File: src/rtl/pool_window_feeder_pkg.sv
// pool_window_feeder_pkg
// Shared definitions for the pooling window feeder and the pooling engine.
// Holds the FSM state encoding, the default bus widths, the widths of the
// image/kernel/stride command fields and helpers derived from them.
package pool_window_feeder_pkg;

  localparam int DATA_W_DEF = 16;
  localparam int ADDR_W_DEF = 16;
  localparam int IMG_W      = 8;   // img_w / img_h field width
  localparam int KSZ_W      = 4;   // kernel / stride field width
  localparam int CNT_W      = 9;   // window counters: wide enough for ox+stride+K

  typedef enum logic [1:0] {
    IDLE = 2'd0,
    REQ  = 2'd1,
    PUSH = 2'd2,
    DONE = 2'd3
  } state_t;

  // Elements per window; the pooling engine uses this as its kernel_size.
  function automatic logic [2*KSZ_W-1:0] kernel_size(input logic [KSZ_W-1:0] k);
    return {{KSZ_W{1'b0}}, k} * {{KSZ_W{1'b0}}, k};
  endfunction

  // A job that cannot produce even one full window is rejected.
  function automatic logic cfg_invalid(input logic [IMG_W-1:0] w,
                                       input logic [IMG_W-1:0] h,
                                       input logic [KSZ_W-1:0] k,
                                       input logic [KSZ_W-1:0] s);
    logic [IMG_W-1:0] k_ext;
    k_ext = {{(IMG_W-KSZ_W){1'b0}}, k};
    return (k == '0) || (s == '0) || (k_ext > w) || (k_ext > h);
  endfunction

endpackage

File: src/rtl/pool_window_feeder_addr_gen.sv
// pool_addr_gen
// Window walker for the pooling feeder. Owns the element counters kx/ky
// (position inside the window) and ox/oy (window origin), advances them one
// element per step and forms the memory word address of the current element.
// Ports:
//   clk, rst             clock, asynchronous active-high reset
//   clear                zero all counters (job accepted)
//   step                 advance to the next element (element written)
//   img_w, img_h         latched map size
//   kernel, stride       latched K and window step
//   base_addr            latched address of element (0,0)
//   addr                 base + (oy+ky)*img_w + (ox+kx), modulo 2^ADDR_W
//   last_in_window       current element is the last one of its window
//   last_in_job          current element is the last one of the whole map
module pool_addr_gen
  import pool_window_feeder_pkg::*;
#(
  parameter int ADDR_W = ADDR_W_DEF
) (
  input  logic              clk,
  input  logic              rst,
  input  logic              clear,
  input  logic              step,
  input  logic [IMG_W-1:0]  img_w,
  input  logic [IMG_W-1:0]  img_h,
  input  logic [KSZ_W-1:0]  kernel,
  input  logic [KSZ_W-1:0]  stride,
  input  logic [ADDR_W-1:0] base_addr,
  output logic [ADDR_W-1:0] addr,
  output logic              last_in_window,
  output logic              last_in_job
);

  logic [CNT_W-1:0] kx_q, ky_q, ox_q, oy_q;
  logic [CNT_W-1:0] kx_d, ky_d, ox_d, oy_d;
  logic [CNT_W-1:0] k9, s9, w9, h9, km1;
  logic [CNT_W-1:0] row, col;
  logic             last_kx, last_ky, last_col, last_row;

  assign k9  = {{(CNT_W-KSZ_W){1'b0}}, kernel};
  assign s9  = {{(CNT_W-KSZ_W){1'b0}}, stride};
  assign w9  = {{(CNT_W-IMG_W){1'b0}}, img_w};
  assign h9  = {{(CNT_W-IMG_W){1'b0}}, img_h};
  assign km1 = k9 - 1'b1;

  assign last_kx  = (kx_q == km1);
  assign last_ky  = (ky_q == km1);
  // The next window origin would leave the map: no partial edge windows.
  assign last_col = (ox_q + s9 + k9) > w9;
  assign last_row = (oy_q + s9 + k9) > h9;

  assign last_in_window = last_kx && last_ky;
  assign last_in_job    = last_in_window && last_col && last_row;

  always_comb begin
    kx_d = kx_q;
    ky_d = ky_q;
    ox_d = ox_q;
    oy_d = oy_q;
    if (clear) begin
      kx_d = '0;
      ky_d = '0;
      ox_d = '0;
      oy_d = '0;
    end else if (step) begin
      if (!last_kx) begin
        kx_d = kx_q + 1'b1;
      end else begin
        kx_d = '0;
        if (!last_ky) begin
          ky_d = ky_q + 1'b1;
        end else begin
          ky_d = '0;
          if (!last_col) begin
            ox_d = ox_q + s9;
          end else begin
            ox_d = '0;
            oy_d = oy_q + s9;
          end
        end
      end
    end
  end

  always_ff @(posedge clk or posedge rst) begin
    if (rst) begin
      kx_q <= '0;
      ky_q <= '0;
      ox_q <= '0;
      oy_q <= '0;
    end else begin
      kx_q <= kx_d;
      ky_q <= ky_d;
      ox_q <= ox_d;
      oy_q <= oy_d;
    end
  end

  assign row = oy_q + ky_q;
  assign col = ox_q + kx_q;
  // Everything is evaluated at ADDR_W so the result wraps modulo 2^ADDR_W.
  assign addr = base_addr + ADDR_W'(row) * ADDR_W'(img_w) + ADDR_W'(col);

endmodule

File: src/rtl/pool_window_feeder.sv
// pool_window_feeder
// Walks a 2-D feature map in on-chip memory, reads each K x K pooling window
// element by element and pushes the elements into the pooling engine's FIFO.
// One job at a time is accepted over a valid/ready command handshake.
// Optional feature macro: POOL_FEEDER_STALL_CNT_EN adds the stall_cnt output,
// a saturating count of PUSH cycles spent waiting on a full FIFO.
// Ports:
//   clk, rst                      clock, asynchronous active-high reset
//   cmd_valid / cmd_ready         job handshake (ready only in IDLE)
//   img_w, img_h, kernel, stride  job geometry, sampled on acceptance
//   base_addr                     word address of element (0,0)
//   mem_req/mem_addr/mem_ack/mem_rd_data  single-outstanding read port
//   fifo_full, fifo_wr_en, fifo_wr_data   consumer FIFO write side
//   win_last                      marks the last element of a window
//   done, err                     end-of-job pulse; err marks a rejected job
//   stall_cnt                     (macro only) FIFO-full stall cycles
module pool_window_feeder
  import pool_window_feeder_pkg::*;
#(
  parameter int DATA_W = DATA_W_DEF,
  parameter int ADDR_W = ADDR_W_DEF
) (
  input  logic              clk,
  input  logic              rst,
  input  logic              cmd_valid,
  output logic              cmd_ready,
  input  logic [IMG_W-1:0]  img_w,
  input  logic [IMG_W-1:0]  img_h,
  input  logic [KSZ_W-1:0]  kernel,
  input  logic [KSZ_W-1:0]  stride,
  input  logic [ADDR_W-1:0] base_addr,
  output logic              mem_req,
  output logic [ADDR_W-1:0] mem_addr,
  input  logic              mem_ack,
  input  logic [DATA_W-1:0] mem_rd_data,
  input  logic              fifo_full,
  output logic              fifo_wr_en,
  output logic [DATA_W-1:0] fifo_wr_data,
  output logic              win_last,
  output logic              done,
  output logic              err
`ifdef POOL_FEEDER_STALL_CNT_EN
  ,
  output logic [15:0]       stall_cnt
`endif
);

  state_t            state_q, state_d;
  logic [IMG_W-1:0]  img_w_q, img_h_q;
  logic [KSZ_W-1:0]  kernel_q, stride_q;
  logic [ADDR_W-1:0] base_q;
  logic [DATA_W-1:0] data_q;
  logic              err_q;

  logic              accept, bad_cmd, clear, step, capture;
  logic [ADDR_W-1:0] gen_addr;
  logic              last_in_window, last_in_job;

  assign accept  = (state_q == IDLE) && cmd_valid;
  assign bad_cmd = cfg_invalid(img_w, img_h, kernel, stride);
  assign capture = (state_q == REQ) && mem_ack;

  pool_addr_gen #(
    .ADDR_W(ADDR_W)
  ) u_addr_gen (
    .clk           (clk),
    .rst           (rst),
    .clear         (clear),
    .step          (step),
    .img_w         (img_w_q),
    .img_h         (img_h_q),
    .kernel        (kernel_q),
    .stride        (stride_q),
    .base_addr     (base_q),
    .addr          (gen_addr),
    .last_in_window(last_in_window),
    .last_in_job   (last_in_job)
  );

  always_comb begin
    state_d    = state_q;
    cmd_ready  = 1'b0;
    mem_req    = 1'b0;
    fifo_wr_en = 1'b0;
    done       = 1'b0;
    clear      = 1'b0;
    step       = 1'b0;
    case (state_q)
      IDLE: begin
        cmd_ready = 1'b1;
        if (cmd_valid) begin
          clear   = 1'b1;
          state_d = bad_cmd ? DONE : REQ;
        end
      end
      REQ: begin
        mem_req = 1'b1;
        if (mem_ack) state_d = PUSH;
      end
      PUSH: begin
        // A full FIFO simply parks the FSM here with data and counters intact.
        if (!fifo_full) begin
          fifo_wr_en = 1'b1;
          step       = 1'b1;
          state_d    = last_in_job ? DONE : REQ;
        end
      end
      DONE: begin
        done    = 1'b1;
        state_d = IDLE;
      end
      default: state_d = IDLE;
    endcase
  end

  always_ff @(posedge clk or posedge rst) begin
    if (rst) begin
      state_q  <= IDLE;
      img_w_q  <= '0;
      img_h_q  <= '0;
      kernel_q <= '0;
      stride_q <= '0;
      base_q   <= '0;
      data_q   <= '0;
      err_q    <= 1'b0;
    end else begin
      state_q <= state_d;
      if (accept) begin
        img_w_q  <= img_w;
        img_h_q  <= img_h;
        kernel_q <= kernel;
        stride_q <= stride;
        base_q   <= base_addr;
        err_q    <= bad_cmd;
      end
      if (capture) data_q <= mem_rd_data;
    end
  end

  // Address is forced to zero outside REQ so the bus is quiet when idle.
  assign mem_addr     = mem_req ? gen_addr : '0;
  assign fifo_wr_data = data_q;
  assign win_last     = fifo_wr_en && last_in_window;
  assign err          = done && err_q;

`ifdef POOL_FEEDER_STALL_CNT_EN
  logic [15:0] stall_q;

  always_ff @(posedge clk or posedge rst) begin
    if (rst) begin
      stall_q <= '0;
    end else if (accept) begin
      stall_q <= '0;
    end else if ((state_q == PUSH) && fifo_full && (stall_q != 16'hFFFF)) begin
      stall_q <= stall_q + 16'd1;
    end
  end

  assign stall_cnt = stall_q;
`endif

endmodule

File: config.mk
export PLATFORM = sky130hd
export DESIGN_NAME = pool_window_feeder
export DESIGN_NICKNAME = d
export VERILOG_FILES = /design/src/rtl/pool_window_feeder_pkg.sv /design/src/rtl/pool_window_feeder_addr_gen.sv /design/src/rtl/pool_window_feeder.sv
export SDC_FILE = /design/constraint.sdc
export NUM_CORES = 1
export LEC_CHECK = 0
export BUFFER_PORTS_ARGS = -buffer_cell sky130_fd_sc_hd__buf_2
export CORE_ASPECT_RATIO = 1.5
export CORE_MARGIN = 3
export CORE_UTILIZATION = 45
export DETAILED_ROUTE_END_ITERATION = 16
export SYNTH_ARGS = -nofsm -noshare
export SYNTH_HDL_FRONTEND = slang
export SYNTH_SLANG_ARGS = --single-unit
File: constraint.sdc
create_clock -name clk -period 13 [get_ports clk]
set_input_delay 1.95 -clock clk [delete_from_list [all_inputs] [get_ports clk]]
set_output_delay 1.95 -clock clk [all_outputs]
set_load 0.01 [all_outputs]
* Yosys cells after proc, flatten, opt, wreduce, memory -nomap -nowiden
Index checks and enable logic that the tools add are counted.
** Operators by class
- Equality and inequality tests :: 8
- Divide/modulo/power cells :: 0
- Magnitude comparators :: 4
- Bitwise operators :: 0
- Reduce and logical (&&, ||, !) cells :: 21
- $add $sub $neg :: 11
- Multipliers :: 1
- Shifts and indexed selects :: 0
- Multiplexer cells :: 31
** Operators by type and width (count)
- $mux W9 :: 17
- $add A9 B4 Y9 :: 4
- $add A9 B1 Y9 const B :: 2
- $add A9 B9 Y9 :: 2
- $eq A9 B9 Y1 :: 2
- $gt A9 B8 Y1 :: 2
- $add A16 B16 Y16 :: 1
- $add A16 B9 Y16 :: 1
- $gt A4 B8 Y1 :: 2
- $mul A9 B8 Y16 :: 1
- $mux W16 :: 1
- $mux W2 :: 5
- $logic_not A4 Y1 :: 2
- $pmux W2 S4 :: 1
- $reduce_bool A2 Y1 :: 4
- $logic_and A1 B1 Y1 :: 7
- $mux W1 :: 7
- $ne A2 B2 Y1 const B :: 3
- $reduce_and A3 Y1 :: 2
- $sub A4 B1 Y5 const B :: 1
- $eq A2 B2 Y1 const B :: 2
- $reduce_and A4 Y1 :: 1
- $logic_or A1 B1 Y1 :: 3
- $eq A2 B1 Y1 const B :: 1
- other kinds (2) :: 2
** Storage, ports and cells
- ROM bits :: 0
- Bits in latches :: 0
- Register bits :: 95
- Input bits :: 61
- Word-level logic and storage cells :: 88
- Bits in writable memories :: 0
- Memories :: 0

* Longest topological paths before layout
- Word-level depth :: 8
- Depth in mapped cells :: 28
- Depth with buffers taken out :: 27

* Cells and area by module
From an unflattened synthesis, not the netlist that was laid out.
** Second synthesis, totals
- Cells, all modules :: 991
- Area total of the unflattened synthesis :: 9753.1 sq um
** Modules (own cells, without submodules)
- pool_addr_gen :: sequential area each 900.9 sq um, cells each 795, instances 1, area each 6900.4 sq um
- pool_window_feeder :: sequential area each 1476.4 sq um, cells each 196, instances 1, area each 2852.7 sq um

* Worst setup path before layout
No wires, ideal clock.
- Path kind :: flip-flop to output port
- Start :: register u_addr_gen.ky_q[1]
- End :: output port mem_addr[15]
- Cell stages (with the launch flop) :: 26
- Data arrival time :: 6164 ps
- Slack :: 4886 ps
- Path through :: dfrtp_1 > ha_1 > a21o_1 > a21oi_1 > o21bai_1 > a21oi_1 > o21ai_0 > xor2_1 > nand2_1 > fa_1 > inv_1 > fa_1 > fa_1 > fa_1 > inv_1 > fa_1 > inv_1 > ha_1 > clkbuf_1 > nand4_1 > nand2_1 > a41oi_1 > a22oi_1 > a31oi_1 > o21ai_0 > mux2_2
** Between the ends
- Word-level cells in the longest chain between the ends :: 5
** RTL lines
- start: declaration :: RTL line pool_window_feeder_addr_gen.sv:34 : logic [CNT_W-1:0] kx_q, ky_q, ox_q, oy_q;
- start signal: assignment :: RTL line pool_window_feeder_addr_gen.sv:93 : ky_q <= ky_d;
- $add A9 B9 Y9 :: RTL line pool_window_feeder_addr_gen.sv:99 : assign row = oy_q + ky_q;
- $mul A9 B8 Y16 :: RTL line pool_window_feeder_addr_gen.sv:102 : assign addr = base_addr + ADDR_W'(row) * ADDR_W'(img_w) + ADDR_W'(col);
- $add A16 B16 Y16 :: RTL line pool_window_feeder_addr_gen.sv:102
- $add A16 B9 Y16 :: RTL line pool_window_feeder_addr_gen.sv:102
- $mux W16 :: RTL line pool_window_feeder.sv:141 : assign mem_addr = mem_req ? gen_addr : '0;
- end: declaration :: RTL line pool_window_feeder.sv:33 : output logic [ADDR_W-1:0] mem_addr,
Every way passes these cells.

* Worst setup path in the final report
- Start :: register u_addr_gen.ky_q[0]
- End :: output port mem_addr[15]
Same word-level chain as after synthesis.

==> out/qor.yml <==
synth_edf_count: 0
diodes: 0
syn_avg_cell_area_um2: 8.90
ff2ff_setup_slack_ps: 8350
endpoint_kind: "output port"
min_from: "err_q$_DFFE_PP0P_"
synth_cell_types: 68
synth-simple-area-share: 0.181
reg2regPathDepth: 18
grt_overflow: 0
clkSinkCount: 95
hold_class: "flop to flop"
syn_nets: 1293
start_util: 0.460
top_layer_used: "met4"
slew-limit-headroom: 0.332
port_buffers: 98
multi_input_area_um2: 6430
syn-instance-count: 1061
worstSetupStartpointType: "flop"
m1WireLength_um: 9970
root_buffer: "clkbuf_16"
htreeDepth: 3
grt_pass1_vias: 7991
tightest_slew_ps: 993
layout.nets: 1382
worstPathRequired_ps: 11050
post_cts_buffers: 0
grt_pass1_wl_um: 40100
chipWidth_um: 124
finalHoldViolCount: 0
post_drt_wl_per_cell_um: 17.3
timing.rr.start: "stride_q[0]$_DFFE_PP0P_"
ys.flop_type: "dfrtp_1"
viasPerCell: 5.42
fin_skew_ps: 7.83
routed_wl_um: 24600
cap_violations: 0
post-route-period-util: 0.711
drt_iter0_markers: 238
drive_above_1_share: 0.136
arrival_ps: 7290
dieArea_um2: 22800
wl_met2_um: 13400
gp_congestion: 0.911
period_needed_ps: 9240
synth_top_family_by_area: "adder cells"
cts-buffers-inserted: 9
yosysWarnings: 0
fmax_ghz: 0.108
core_um2: 20500
hpwlAfterDp_um: 19600
clk_path_buf_depth: 2
synth_xor_area_frac: 0.0594
rsz0062_at_grt: "no"
worstHoldPathCells: 2
drtPass1Iterations: 5
grt_max_degree: 85
grt_use_total: 0.218
drc: 0
antenna_found_initial: 0
reg2reg_to: "u_addr_gen.oy_q[1]$_DFFE_PP0P_"
path_clk_slew_ps: 70
nFillCells: 2045
yosysSeqAreaShare: 0.252
netlist_area_um2: 9440
syn2layout_area_growth_pct: 11.4
finalSetupTns_ps: 0
holdPathEnd: "err_q$_DFFE_PP0P_"
drv_slew: 0
cp_max_fo: 8
tritoncts: "built"
async_flop_share: 1.00
status: "finished, final reports clean"
synth_seq_cells: 95
regArea_um2: 2380
ctsHoldBuffers: 0
synthAdderAreaFrac: 0.283
path_class: "flop to output port"
vias: 7694
die_y_um: 183
ant_nets: 0
setup_viol: 0
io_pins: 99
ctsResizeCount: 0
std_cell_rows: 64
clk_latency_ps: 360
synth_compound_area_frac: 0.135
synth_mux_area_frac: 0.0225
dr_wl_met3_um: 591
[sequential cells by signal (all words and copies together) (netlist names)]
name	flops
kernel_q	4
state_q	2
stride_q	4
fifo_wr_data	16
img_h_q	8
u_addr_gen.ox_q	9
u_addr_gen.ky_q	9
img_w_q	8
u_addr_gen.kx_q	9
err_q	1
u_addr_gen.oy_q	9
base_q	16
[through the flow]
step	hold WS [ps]	instances	utilization	setup slack [ps]	area (um^2)
floorplan	442	1061	-	4890	9440
global placement	465	1403	0.497	4200	10200
detailed placement	474	1403	0.497	4140	10200
CTS	490	1419	0.513	3740	10500
global route	515	1419	0.513	3320	10500
finish	479	1419	0.513	3760	10500
[final cells by class]
cell class | count | area share
inverter | 134 | 0.0481
clock buffer | 12 | 0.0253
clock inverter | 4 | 0.00500
multi-input combinational | 804 | 0.612
tap | 264 | 0.0314
sequential | 95 | 0.226
timing repair buffer | 106 | 0.0524
[synthesized netlist by cell type, types with 16 or more instances]
master      n  area [um^2]
xnor2_1    45          394
nor2_1     56          210
ha_1      103         1290
a21oi_1    35          175
a21o_1     16          120
nand2_1   138          518
clkbuf_1   18         67.6
inv_1     132          495
o21a_1     19          143
dfrtp_1    95         2380
and2_1     38          238
nand3_1    26          130
xor2_1     19          166
o21ai_0    63          315
mux2_2     18          203
fa_1       68         1360
nor3_1     23          115
[worst max path at each step]
stage | cells past startpoint | end | startpoint | slack (ps)
2_1_floorplan | 25 | mem_addr[15] | u_addr_gen.ky_q[1]$_DFFE_PP0P_ | 4890
3_3_place_gp | 27 | mem_addr[15] | u_addr_gen.ky_q[0]$_DFFE_PP0P_ | 4200
3_5_place_dp | 27 | mem_addr[15] | u_addr_gen.ky_q[0]$_DFFE_PP0P_ | 4140
4_1_cts | 27 | mem_addr[15] | u_addr_gen.ky_q[0]$_DFFE_PP0P_ | 3740
5_1_grt | 27 | mem_addr[15] | u_addr_gen.ky_q[0]$_DFFE_PP0P_ | 3320
6_report | 27 | mem_addr[15] | u_addr_gen.ky_q[0]$_DFFE_PP0P_ | 3760
[per-layer routing]
layer | vias up | track usage
met5 | - | 0
met1 | 3801 | 0.250
met4 | 0 | 0.0755
met3 | 32 | 0.0259
li1 | 3752 | -
met2 | 109 | 0.417
[cell usage in the layout (no fill, tap or decap), types with 9 or more instances in the layout]
master / instances
a21o_1: 16
xnor2_1: 45
nand2_1: 138
nor2b_1: 10
nand3_1: 26
xor2_1: 19
inv_1: 131
a21oi_1: 35
o21a_1: 19
o21ai_0: 63
dfrtp_1: 95
buf_2: 98
and2_1: 38
ha_1: 103
and3_1: 10
fa_1: 68
nor3_1: 23
mux2_2: 18
nand2b_1: 9
nor2_1: 56
clkbuf_16: 9
[cell families after synthesis]
group,Yosys count
adder cells (fa/ha/maj),173
XOR/XNOR,64
buffers and inverters,162
flip-flops,95
AO/OA/AOI/OAI,198
multiplexers,19
AND/OR/NAND/NOR,350
[critical path, stage by stage (launching register included)]
cell	delay [ps]
dfrtp_1	460
ha_1	210
inv_1	60
fa_1	400
nor2b_1	180
o2111ai_1	150
nand4b_1	140
xor2_1	530
nand2_1	150
fa_1	510
inv_1	50
fa_1	490
inv_1	50
fa_1	470
inv_1	50
fa_1	520
inv_1	50
fa_1	520
inv_1	40
ha_1	360
nand4_1	110
nand2_1	70
a41oi_1	50
a22oi_1	280
a31oi_1	170
o21ai_0	340
mux2_2	390
buf_2	140
Power is left out: the tool's default activity adds up to more than one toggle a clock period on the data nets, which glitch-free logic cannot reach.
